$ cat src/rtl/finder_row_grouper_if.sv
// rtl/finder_row_grouper_if.sv - encoding-vector input and group-result bundle for finder_row_grouper
interface finder_row_grouper_if #(
    parameter int HEIGHT     = 480,
    parameter int MAX_GROUPS = 3
);
    localparam int CW = $clog2(MAX_GROUPS + 1);

    logic [HEIGHT-1:0]       finder_encodings;
    logic                    encodings_valid;
    logic                    busy;
    logic [9*MAX_GROUPS-1:0] group_start;
    logic [9*MAX_GROUPS-1:0] group_end;
    logic [CW-1:0]           group_count;
    logic                    overflow;
    logic                    done;

    modport master (
        output finder_encodings, encodings_valid,
        input  busy, group_start, group_end, group_count, overflow, done
    );

    modport slave (
        input  finder_encodings, encodings_valid,
        output busy, group_start, group_end, group_count, overflow, done
    );
endinterface

$ cat src/rtl/finder_row_grouper.sv
// rtl/finder_row_grouper.sv - merges flagged finder rows into vertical groups, one row per cycle
module finder_row_grouper #(
    parameter int HEIGHT     = 480,
    parameter int MIN_RUN    = 3,
    parameter int MAX_GAP    = 1,
    parameter int MAX_GROUPS = 3
) (
    input  logic             clk_in,
    input  logic             rst_in,
    finder_row_grouper_if.slave bus
);
    localparam int CW = $clog2(MAX_GROUPS + 1);
    localparam int GW = $clog2(MAX_GAP + 2);

    typedef enum logic [1:0] {IDLE, SCAN, DONE} state_t;

    state_t                  state;
    logic [HEIGHT-1:0]       shadow;
    logic [8:0]              idx;
    logic [8:0]              run_start;
    logic [8:0]              last_one;
    logic                    in_run;
    logic [GW-1:0]           gap;
    logic                    busy_r;
    logic                    done_r;
    logic                    overflow_r;
    logic [CW-1:0]           count_r;
    logic [9*MAX_GROUPS-1:0] start_r;
    logic [9*MAX_GROUPS-1:0] end_r;

    logic                    bit_v;
    logic                    in_run_n;
    logic [8:0]              run_start_n;
    logic [8:0]              last_one_n;
    logic [GW-1:0]           gap_n;
    logic                    close;
    logic [8:0]              span;
    logic                    last_row;

    assign bit_v    = shadow[idx];
    assign last_row = (idx == 9'(HEIGHT - 1));

    // Next run state for the current row; close covers both gap overrun and end of vector
    always_comb begin
        in_run_n    = in_run;
        run_start_n = run_start;
        last_one_n  = last_one;
        gap_n       = gap;
        close       = 1'b0;
        if (bit_v) begin
            if (!in_run) begin
                in_run_n    = 1'b1;
                run_start_n = idx;
            end
            last_one_n = idx;
            gap_n      = '0;
        end else if (in_run) begin
            if (gap >= GW'(MAX_GAP)) close = 1'b1;
            else                     gap_n = gap + GW'(1);
        end
        if (last_row && in_run_n) close = 1'b1;
        span = last_one_n - run_start_n + 9'd1;
    end

    always_ff @(posedge clk_in or negedge rst_in) begin
        if (!rst_in) begin
            state      <= IDLE;
            shadow     <= '0;
            idx        <= '0;
            run_start  <= '0;
            last_one   <= '0;
            in_run     <= 1'b0;
            gap        <= '0;
            busy_r     <= 1'b0;
            done_r     <= 1'b0;
            overflow_r <= 1'b0;
            count_r    <= '0;
            start_r    <= '0;
            end_r      <= '0;
        end else begin
            case (state)
                IDLE: begin
                    done_r <= 1'b0;
                    if (bus.encodings_valid) begin
                        shadow     <= bus.finder_encodings;
                        count_r    <= '0;
                        overflow_r <= 1'b0;
                        start_r    <= '0;
                        end_r      <= '0;
                        idx        <= '0;
                        in_run     <= 1'b0;
                        gap        <= '0;
                        busy_r     <= 1'b1;
                        state      <= SCAN;
                    end
                end
                SCAN: begin
                    run_start <= run_start_n;
                    last_one  <= last_one_n;
                    if (close) begin
                        in_run <= 1'b0;
                        gap    <= '0;
                        if (span >= 9'(MIN_RUN)) begin
                            if (count_r < CW'(MAX_GROUPS)) begin
                                for (int k = 0; k < MAX_GROUPS; k++) begin
                                    if (CW'(k) == count_r) begin
                                        start_r[9*k +: 9] <= run_start_n;
                                        end_r[9*k +: 9]   <= last_one_n;
                                    end
                                end
                                count_r <= count_r + CW'(1);
                            end else begin
                                overflow_r <= 1'b1;
                            end
                        end
                    end else begin
                        in_run <= in_run_n;
                        gap    <= gap_n;
                    end
                    if (last_row) begin
                        busy_r <= 1'b0;
                        done_r <= 1'b1;
                        state  <= DONE;
                    end else begin
                        idx <= idx + 9'd1;
                    end
                end
                DONE: begin
                    done_r <= 1'b0;
                    state  <= IDLE;
                end
                default: state <= IDLE;
            endcase
        end
    end

    assign bus.busy        = busy_r;
    assign bus.done        = done_r;
    assign bus.overflow    = overflow_r;
    assign bus.group_count = count_r;
    assign bus.group_start = start_r;
    assign bus.group_end   = end_r;
endmodule
$ cat src/flat_wrapper.sv
// flat-port wrapper written by rule: the top's interface ports become plain ports
module finder_row_grouper_flat 
#(
    parameter int HEIGHT     = 480,
    parameter int MIN_RUN    = 3,
    parameter int MAX_GAP    = 1,
    parameter int MAX_GROUPS = 3
)
  (clk_in, rst_in, bus_finder_encodings, bus_encodings_valid, bus_busy, bus_group_start, bus_group_end, bus_group_count, bus_overflow, bus_done);
  finder_row_grouper_if #(.HEIGHT(HEIGHT), .MAX_GROUPS(MAX_GROUPS)) bus_i ();
  input  logic clk_in;
  input  logic rst_in;
  input wire logic [$bits(bus_i.finder_encodings)-1:0] bus_finder_encodings;
  input wire logic [$bits(bus_i.encodings_valid)-1:0] bus_encodings_valid;
  output wire logic [$bits(bus_i.busy)-1:0] bus_busy;
  output wire logic [$bits(bus_i.group_start)-1:0] bus_group_start;
  output wire logic [$bits(bus_i.group_end)-1:0] bus_group_end;
  output wire logic [$bits(bus_i.group_count)-1:0] bus_group_count;
  output wire logic [$bits(bus_i.overflow)-1:0] bus_overflow;
  output wire logic [$bits(bus_i.done)-1:0] bus_done;
  assign bus_i.finder_encodings = bus_finder_encodings;
  assign bus_i.encodings_valid = bus_encodings_valid;
  assign bus_busy = bus_i.busy;
  assign bus_group_start = bus_i.group_start;
  assign bus_group_end = bus_i.group_end;
  assign bus_group_count = bus_i.group_count;
  assign bus_overflow = bus_i.overflow;
  assign bus_done = bus_i.done;
  finder_row_grouper #(.HEIGHT(HEIGHT), .MIN_RUN(MIN_RUN), .MAX_GAP(MAX_GAP), .MAX_GROUPS(MAX_GROUPS)) u_core (.clk_in(clk_in), .rst_in(rst_in), .bus(bus_i));
endmodule
$ cat config.mk
export PLATFORM = sky130hd
export DESIGN_NAME = finder_row_grouper_flat
export DESIGN_NICKNAME = d
export VERILOG_FILES = /design/src/rtl/finder_row_grouper_if.sv /design/src/rtl/finder_row_grouper.sv /design/src/flat_wrapper.sv
export SDC_FILE = /design/constraint.sdc
export NUM_CORES = 1
export LEC_CHECK = 0
export CAP_MARGIN = 0
export CORE_MARGIN = 10
export CORE_UTILIZATION = 45
export CTS_CLUSTER_SIZE = 24
export DETAILED_ROUTE_END_ITERATION = 12
export PLACE_DENSITY = 0.73
export SLEW_MARGIN = 10
export SYNTH_ARGS = -nofsm -noshare
export SYNTH_HDL_FRONTEND = slang
export SYNTH_SLANG_ARGS = --single-unit
$ cat constraint.sdc
create_clock -name clk_in -period 12.9 [get_ports clk_in]
set_clock_uncertainty 0.15 [all_clocks]
set_input_delay 2.58 -clock clk_in [delete_from_list [all_inputs] [get_ports clk_in]]
set_output_delay 2.58 -clock clk_in [all_outputs]
set_load 0.02 [all_outputs]
==> results.sh <==
export IMPL_arrival_ps=9350
export IMPL_drtAntennaViolNets=0
export IMPL_fillers=4991
export IMPL_cp_max_fo=97
export IMPL_rsz0062_at_grt="no"
export IMPL_clockBufferDepth=3
export IMPL_worst_r2r_path_depth=23
export IMPL_worst_slew_pin_slew_ps=1180
export IMPL_grt_use_total=0.246
export IMPL_insertion_delay_ps=620
export IMPL_cts_buffers=59
export IMPL_fin_nets=3766
export IMPL_switchingPower_mw=2.27
export IMPL_synth_top_area_cell="dfrtp_1"
export IMPL_postCtsSetupBuffers=0
export IMPL_die_y_um=265
export IMPL_maxCapViolCount=0
export IMPL_clk_pin_slew_worst_paths_ps=60
export IMPL_worstSetupEndpointType="register"
export IMPL_status="finished, final reports clean"
export IMPL_seqCellArea_um2=14300
export IMPL_crit_type="reg -> reg"
export IMPL_grt_pass1_wl_um=134000
export IMPL_p_seq_frac=0.369
export IMPL_cts_tree="yes"
export IMPL_setup_tns_ps=0
export IMPL_period_share=0.698
export IMPL_grt_overflow=0
export IMPL_critPathTopFamily="compound AO/OA/AOI/OAI gates"
export IMPL_ctsRootBufferMaster="clkbuf_16"
export IMPL_drtIter0Drc=1847
export IMPL_min_path_cells=2
export IMPL_firstDrtPassIters=5
export IMPL_place_gp_congestion=0.834
export IMPL_fmax_mhz=111
export IMPL_vdd_ir_drop_max_mv=0.125
export IMPL_crit_cells=23
export IMPL_wl_per_cell_um=21.3
export IMPL_p_comb_frac=0.355
export IMPL_vias=21700
export IMPL_final_setup_viol_count=0
export IMPL_dieWidth_um=265
export IMPL_vias_per_cell=5.28
export IMPL_multiInputGateArea_um2=11600
export IMPL_whs_ps=316
export IMPL_yosysUniqueCellTypes=77
export IMPL_cellPowerDensity_nw_per_um2=185
export IMPL_grt_pass1_vias=22700
export IMPL_synth_async_reset_ratio=1.00
export IMPL_antenna_found_initial=34
export IMPL_p_sw_frac=0.354
export IMPL_numPortBuffers=541
export IMPL_netlist_instances=2821
export IMPL_initial_core_util=0.455
export IMPL_io_pins=542
export IMPL_slew_headroom=0.212
export IMPL_synth_area_leaders="dfrtp_1 53%, nand2_1 21%, mux4_2 9.1%"
export IMPL_cts_max_level=2
export IMPL_routed_wl_um=87600
export IMPL_grt_max_degree=202
export IMPL_ctsResizeCount=0
export IMPL_final_hold_violation_count=0
export IMPL_ys_flop_type="dfrtp_1"
export IMPL_dpl_cell_area_um2=32600
export IMPL_final_cell_area_um2=34700
export IMPL_dieArea_um2=70000
export IMPL_yosysMostFrequentCell="nand2_1"
export IMPL_path_cells="buf_12 > mux4_2 > mux2_2 > a2bb2oi_1 > a211oi_1 > a2111o_1 > o21a_1 > nand2_1 > mux2i_1 > inv_1 > ha_1 > ha_1 > fa_1 > a21o_1 > a21oi_1 > o21bai_1 > or4b_2 > a21oi_1 > o21ai_0 > or3_1 > and3_1 > buf_4 > a32o_1"
export IMPL_internal_power_mw=4.16
export IMPL_rows=89
export IMPL_period_minus_slack_ps=9000
export IMPL_synth_common_cells="1493 x nand2_1, 571 x dfrtp_1, 134 x clkbuf_1"
export IMPL_critical_path_slowest_cell="dfrtp_4"
export IMPL_critPathBufInv=3
export IMPL_hold_buffers=0
export IMPL_avgSynthCellArea_um2=9.54
export IMPL_synth_edf_count=0
export IMPL_seq_area_frac_synth=0.531
export IMPL_drive_above_1_share=0.0792
export IMPL_slowest_delay_ps=990
export IMPL_clock_sinks=571
export IMPL_hpwl_um=60800
export IMPL_hold_class="reg -> reg"
export IMPL_synth_top_area_frac=0.531
export IMPL_crit_path_start_kind="register"
export IMPL_drc=0
export IMPL_ys_ff_latch=571
export IMPL_yosysWarningCount=0
export IMPL_area_growth_pct=28.8
export IMPL_synthesis_area_um2=26900
export IMPL_required_ps=13250
export IMPL_syn_num_nets=3321
export IMPL_power_frac_clock=0.276
export IMPL_slew_viol_final=0
export IMPL_power_mw=6.43
export IMPL_core_area_um2=59100
export IMPL_cellLeakagePower_nw=16.6
-- cell usage in the layout (no fill, tap or decap), types with 8 or more instances in the layout --
cell	instances
nand2_1	1492
dfrtp_1	567
clkdlybuf4s50_1	540
mux4_2	109
clkbuf_16	59
mux2i_1	57
a22o_1	56
nor3_1	40
o21ai_0	38
nor2_1	28
diode_2	27
a22oi_1	25
a21oi_1	23
buf_4	23
xor2_1	16
ha_1	16
inv_1	15
clkbuf_8	15
nor2b_1	12
clkbuf_1	10
nand3_1	9
clkinv_2	9
nand4_1	8
nand2b_1	8
-- final timing paths --
kind                                    startpoint             endpoint  slack [ps]
min in group asynchronous                   rst_in   u_core.shadow[120]        1840
worst min register to register  u_core.shadow[287]   u_core.shadow[287]         320
worst max register to register       u_core.idx[0]  u_core.bus.overflow        3900
worst max-delay path                 u_core.idx[0]  u_core.bus.overflow        3900
worst min-delay path            u_core.shadow[287]   u_core.shadow[287]         320
max in group asynchronous                   rst_in   u_core.shadow[271]        8310
-- power groups by stage --
| stage | sequential, mW | clock [mW] | combinational, mW |
|---|---|---|---|
| final | 2.37 | 1.77 | 2.28 |
| after global routing | 2.41 | 1.88 | 2.48 |
| after global placement | 2.40 | 0 | 2.24 |
| after CTS | 2.37 | 1.81 | 2.30 |
| after floorplan | 2.31 | 0 | 1.54 |
| after detailed placement | 2.39 | 0 | 2.28 |
-- area by class of cell --
cell class | count | area share
clock buffer | 84 | 0.0496
multi-input combinational | 2052 | 0.335
timing repair buffer | 567 | 0.163
tap | 773 | 0.0279
clock inverter | 21 | 0.00845
antenna | 27 | 0.00195
sequential | 571 | 0.413
inverter | 15 | 0.00162
-- worst reg2reg max path: stages, from the launching register on --
cell and delay, ps:
dfrtp_4 990, buf_12 630, mux4_2 780, mux2_2 280
a2bb2oi_1 150, a211oi_1 260, a2111o_1 310, o21a_1 420
nand2_1 550, mux2i_1 490, inv_1 90, ha_1 190
ha_1 230, fa_1 470, a21o_1 190, a21oi_1 200
o21bai_1 100, or4b_2 630, a21oi_1 190, o21ai_0 250
or3_1 540, and3_1 230, buf_4 250, a32o_1 320
-- registers in the layout (all words and copies together), names as in the netlist --
register	flops
u_core.bus.group_count	2
u_core.last_one	9
u_core.bus.busy	1
u_core.gap	2
u_core.bus.done	1
u_core.run_start	9
u_core.bus.group_start	27
u_core.shadow	480
u_core.bus.overflow	1
u_core.idx	9
u_core.bus.group_end	27
u_core.in_run	1
u_core.state	2
-- per-layer routing --
metal,track usage,routed length (um),vias to the layer above,share of wire
li1,-,-,10200,-
met1,0.307,35300,10600,0.40
met2,0.412,43600,704,0.50
met3,0.0544,5760,151,0.066
met4,0.0971,2800,16,0.032
met5,0,120,-,0.0014
-- logic make-up after synthesis --
group	count (synthesis)	share of synthesized area
AOI/OAI and AO/OA	202	0.0571
adders and majority gates	17	0.00819
buffers and inverters	198	0.0381
xor gates and xnor gates	22	0.00716
DFF	571	0.531
and+or+nand+nor	1637	0.241
muxes	174	0.117
-- stage by stage --
step,setup slack (ps),cells,utilization
after floorplan,6020,2821,-
after global placement,4090,3978,0.551
after detailed placement,3970,3978,0.551
after global routing,3210,4106,0.586
final,3900,4110,0.586
after CTS,3900,4083,0.585
No activity file was read; power rests on OpenSTA's default activity.
